[src/rtl/traffic_light_pkg.sv]
// Shared definitions for the four-way intersection signal controller.
// Latency: n/a (constants and types only).
// Backpressure: n/a.
//
// Lamp codes are one-hot {red, yellow, green}. The phase enum order is the
// service order. Each green phase is followed by the yellow phase of the same
// approach, and the last phase wraps back to the first.
package traffic_light_pkg;

  localparam logic [2:0] RED    = 3'b100;
  localparam logic [2:0] YELLOW = 3'b010;
  localparam logic [2:0] GREEN  = 3'b001;

  // Bit 0 of a phase is set for yellow phases and clear for green phases.
  // Bits 2:1 give the approach index: S=0, E=1, N=2, W=3.
  typedef enum logic [2:0] {
    S_G = 3'd0,
    S_Y = 3'd1,
    E_G = 3'd2,
    E_Y = 3'd3,
    N_G = 3'd4,
    N_Y = 3'd5,
    W_G = 3'd6,
    W_Y = 3'd7
  } phase_t;

  localparam int DEF_GREEN_CYCLES  = 7;
  localparam int DEF_YELLOW_CYCLES = 2;

endpackage

[src/rtl/traffic_light_controller.sv]
// Four-way round-robin signal controller (S, E, N, W), each slot green then yellow.
// Latency: lamps are a combinational Moore decode of the phase register; phases advance on dwell expiry.
// Backpressure: none, free-running timer with no inputs besides clk/rst.
//
// Ports:
//   clk      system clock, all state updates on the rising edge
//   rst      synchronous active-high reset: returns to South green, count 0
//   light_S  South lamps {red, yellow, green}
//   light_E  East lamps, same encoding
//   light_N  North lamps, same encoding
//   light_W  West lamps, same encoding
// GREEN_CYCLES and YELLOW_CYCLES are legal in the range 1..16.
module traffic_light_controller
  import traffic_light_pkg::*;
#(
  parameter int GREEN_CYCLES  = DEF_GREEN_CYCLES,
  parameter int YELLOW_CYCLES = DEF_YELLOW_CYCLES
) (
  input  logic       clk,
  input  logic       rst,
  output logic [2:0] light_S,
  output logic [2:0] light_E,
  output logic [2:0] light_N,
  output logic [2:0] light_W
);

  phase_t     ps;
  phase_t     ps_nxt;
  logic [3:0] count;
  logic [3:0] count_nxt;
  logic       dwell_done;

  // The dwell length can be 16, so it needs 5 bits. The count itself only
  // ever reaches dwell-1, which fits in 4 bits.
  function automatic logic [4:0] phase_dur(input phase_t p);
    if (p[0]) begin
      phase_dur = 5'(YELLOW_CYCLES);
    end else begin
      phase_dur = 5'(GREEN_CYCLES);
    end
  endfunction

  always_ff @(posedge clk) begin
    if (rst) begin
      ps    <= S_G;
      count <= '0;
    end else begin
      ps    <= ps_nxt;
      count <= count_nxt;
    end
  end

  always_comb begin
    ps_nxt     = ps;
    count_nxt  = count + 4'd1;
    dwell_done = ({1'b0, count} == (phase_dur(ps) - 5'd1));
    if (dwell_done) begin
      // The 3-bit add wraps W_Y back to S_G.
      ps_nxt    = phase_t'(ps + 3'd1);
      count_nxt = '0;
    end
  end

  always_comb begin
    light_S = RED;
    light_E = RED;
    light_N = RED;
    light_W = RED;
    case (ps)
      S_G:     light_S = GREEN;
      S_Y:     light_S = YELLOW;
      E_G:     light_E = GREEN;
      E_Y:     light_E = YELLOW;
      N_G:     light_N = GREEN;
      N_Y:     light_N = YELLOW;
      W_G:     light_W = GREEN;
      W_Y:     light_W = YELLOW;
      default: ;
    endcase
  end

endmodule

[config.mk]
export PLATFORM = sky130hd
export DESIGN_NAME = traffic_light_controller
export DESIGN_NICKNAME = d
export VERILOG_FILES = /design/src/rtl/traffic_light_pkg.sv /design/src/rtl/traffic_light_controller.sv
export SDC_FILE = /design/constraint.sdc
export NUM_CORES = 1
export LEC_CHECK = 0
export CORE_AREA = 5 5 42 44
export CTS_CLUSTER_DIAMETER = 50
export DETAILED_ROUTE_END_ITERATION = 10
export DIE_AREA = 0 0 47 49
export DONT_BUFFER_PORTS = 1
export GPL_TIMING_DRIVEN = 0
export PLACE_DENSITY = 0.59
export SLEW_MARGIN = 15
export SYNTH_ARGS = -nofsm -noshare
export SYNTH_HDL_FRONTEND = slang
export SYNTH_SLANG_ARGS = --single-unit
[constraint.sdc]
create_clock -name clk -period 2.1 [get_ports clk]
set_input_delay 0.63 -clock clk [delete_from_list [all_inputs] [get_ports clk]]
set_output_delay 0.63 -clock clk [all_outputs]
set_load 0.02 [all_outputs]
==> flow_summary_export.csv <==
group,metric,value,unit
layout,antennaDiodeCount,0,
global_routing,antenna_found_initial,0,
layout,drive_gt1_frac,0.226,
synth,synth-xor-area-share,0.0388,
global_routing,grt.overflow.total,0,
synth,syn_nets,60,
global_routing,grt_pass1_wl,1190,um
route,vias,325,
synth,ys_ff_latch,7,
worst_setup_path,crit_required,1470,ps
clock_tree,tritoncts,"done",
power_and_ir_drop,p_leak,0.219,nW
clock_tree,cts_sinks,7,
clock_tree,root_buffer,"clkbuf_4",
layout,mostFrequentLayoutCells,"ha_1, dfxtp_1, inv_1",
clock_tree,clockBufferDepth,2,
sta,drv_slew,0,
synth,muxShareOfSynthArea,0.0471,
outcome,status,"complete, no violations",
route,drc,0,
worst_setup_path,critPathCaptureType,"output pin",
clock_tree,post_cts_buffers,0,
route,ant_nets,0,
worst_setup_path,cp_slowest_cell,"dfxtp_2",
sta,hold_viol_final,0,
clock_tree,path_clk_slew,50,ps
synth,synth_ff_type,"dfxtp_1",
synth,synth_top_family_by_area,"simple AND/OR/NAND/NOR gates",
synth,synth_cells,49,
route,wire_per_inst,10.7,um
clock_tree,clkLatencyLatePin,240,ps
route,vias_per_cell,4.71,
worst_setup_path,start_kind,"flip-flop",
sta,tightestPinTransition,346,ps
clock_tree,htreeDepth,1,
sta,relSlewSlack,0.770,
sta,fin_tns_setup,0,ps
synth,synth_fa_ha_area_frac,0.249,
worst_setup_path,worstPathMaxFanout,7,
clock_tree,numCtsBuffers,3,
route,drt_iter0_markers,4,
worst_setup_path,slowest_delay,390,ps
power_and_ir_drop,ir_drop,464,uV
route,routed_wl,736,um
sta,min_period,2010,ps
layout,multi_input_area,320,um2
job,maxCapViolCount,0,
synth,synth-compound-area-share,0.0554,
layout,n_fill_cell,155,
worst_setup_path,path_class,"reg -> out",
synth,yosys_warnings,0,
sta,finalSetupViolations,0,
global_routing,first_global_vias,312,
sta,min_period_over_period,0.958,
sta,skew,2.83,ps
placement,place_hpwl,547,um
synth,synth-simple-area-share,0.258,
global_routing,grt_max_degree,10,
worst_setup_path,cp.arrival,1380,ps
sta,hold_ws,495,ps
sta,fmax,0.497,GHz
layout,fin_nets,65,
synth,synth-seq-area-share,0.310,
route,drt-pass1-iter-count,2,
worst_setup_path,path_cells,"inv_1 -> ha_1 -> nor2b_2 -> nor2_2",
die,core,1400,um2
die,ios,14,
power_and_ir_drop,finalPower,0.000282,W
layout,final_common_cell,"ha_1",
layout,area.sequential,141,um2
die,rows,14,
layout,syn_to_final_growth,16.6,%
synth,async_flop_share,0,
die,die_h,49,um
placement,globalplace.congestion,0.694,
global_routing,track_usage,0.0699,
placement,io_buffers,0,
die,dieArea,2300,um2
die,die_w,47,um
power_and_ir_drop,powerDensity,536,nW/um2
layout,post-route-util,0.376,
synth,synth_edf_count,0,
synth,synth_area,452,um2
sta,grt_setup_unrepaired,"false",
die,initial_core_util,0.322,
synth,avgSynthCellArea,9.22,um2
min_path,hold_class,"reg -> reg",
synth,ys_types,19,
routing by layer:
metal / wire length, um / vias to the layer above / global-route usage / part of all wire
li1: - / 172 / - / -
met1: 340 / 140 / 0.0776 / 0.46
met2: 313 / 13 / 0.111 / 0.43
met3: 83 / 0 / 0.0443 / 0.11
met4: 0 / 0 / 0.0138 / 0
met5: 0 / - / 0 / 0
state kept, by name (all words and copies together) (netlist names):
| signal | cells |
|---|---|
| count | 4 |
| ps | 3 |
through the flow:
| step | instance area [um2] | setup WS (ps) | std cells |
|---|---|---|---|
| 3_5_place_dp | 472 | 134 | 65 |
| 3_3_place_gp | 472 | 174 | 65 |
| 2_1_floorplan | 452 | 272 | 49 |
| 4_1_cts | 522 | 18.6 | 69 |
| 6_report | 527 | 88.3 | 69 |
| 5_1_grt | 527 | 6.20 | 69 |
final cells by class:
class,instances,area share
Inverter,4,0.0285
Multi-Input combinational cell,37,0.608
Sequential cell,7,0.268
Clock buffer,4,0.0499
Tap cell,16,0.0380
Buffer,1,0.00713
kinds of logic after synthesis:
group	Yosys count
AO/OA/AOI/OAI	3
multiplexers	2
buffers and inverters	5
adder cells (fa/ha/maj)	9
flip-flops	7
XOR/XNOR	2
AND/OR/NAND/NOR	21
report_power, final:
| group | switching, W | internal, W | leakage, nW |
|---|---|---|---|
| logic | 0.00000911 | 0.00000942 | 0.147 |
| clock network | 0.0000457 | 0.0000722 | 0.0150 |
| registers | 0.00000641 | 0.000139 | 0.0575 |
Yosys cell counts, types with 2 or more instances:
library cell / n / area, um2
nor3_1: 2 / 10.0
nor2_1: 7 / 26.3
nor2b_1: 3 / 18.8
nand2_1: 2 / 7.51
and2_1: 3 / 18.8
dfxtp_1: 7 / 140
ha_1: 9 / 113
nand4bb_1: 2 / 22.5
inv_1: 4 / 15.0
path summary, 6_finish.rpt:
path	startpoint	end	slack (ps)	depth (start not counted)
worst min-delay path	ps[1]	ps[1]	490	2
worst max-delay path	ps[0]	light_S[2]	90	4
worst max register to register	ps[0]	ps[2]	740	3
worst min register to register	ps[1]	ps[1]	490	2
worst max-delay path, delay by kind of cell (launching register included):
family | cells | cell delay [ps]
buffers and inverters | 1 | 80
DFF | 1 | 390
adders and majority gates | 1 | 210
and+or+nand+nor | 2 | 460
timing repair:
item | 4_1_cts | 5_1_grt
gates resized for setup | 8 | 2
hold buffers | 0 | 0
pin swaps | 1 | 0
endpoints found under the setup margin | 4 | 2
(Power assumes the default switching activity.)
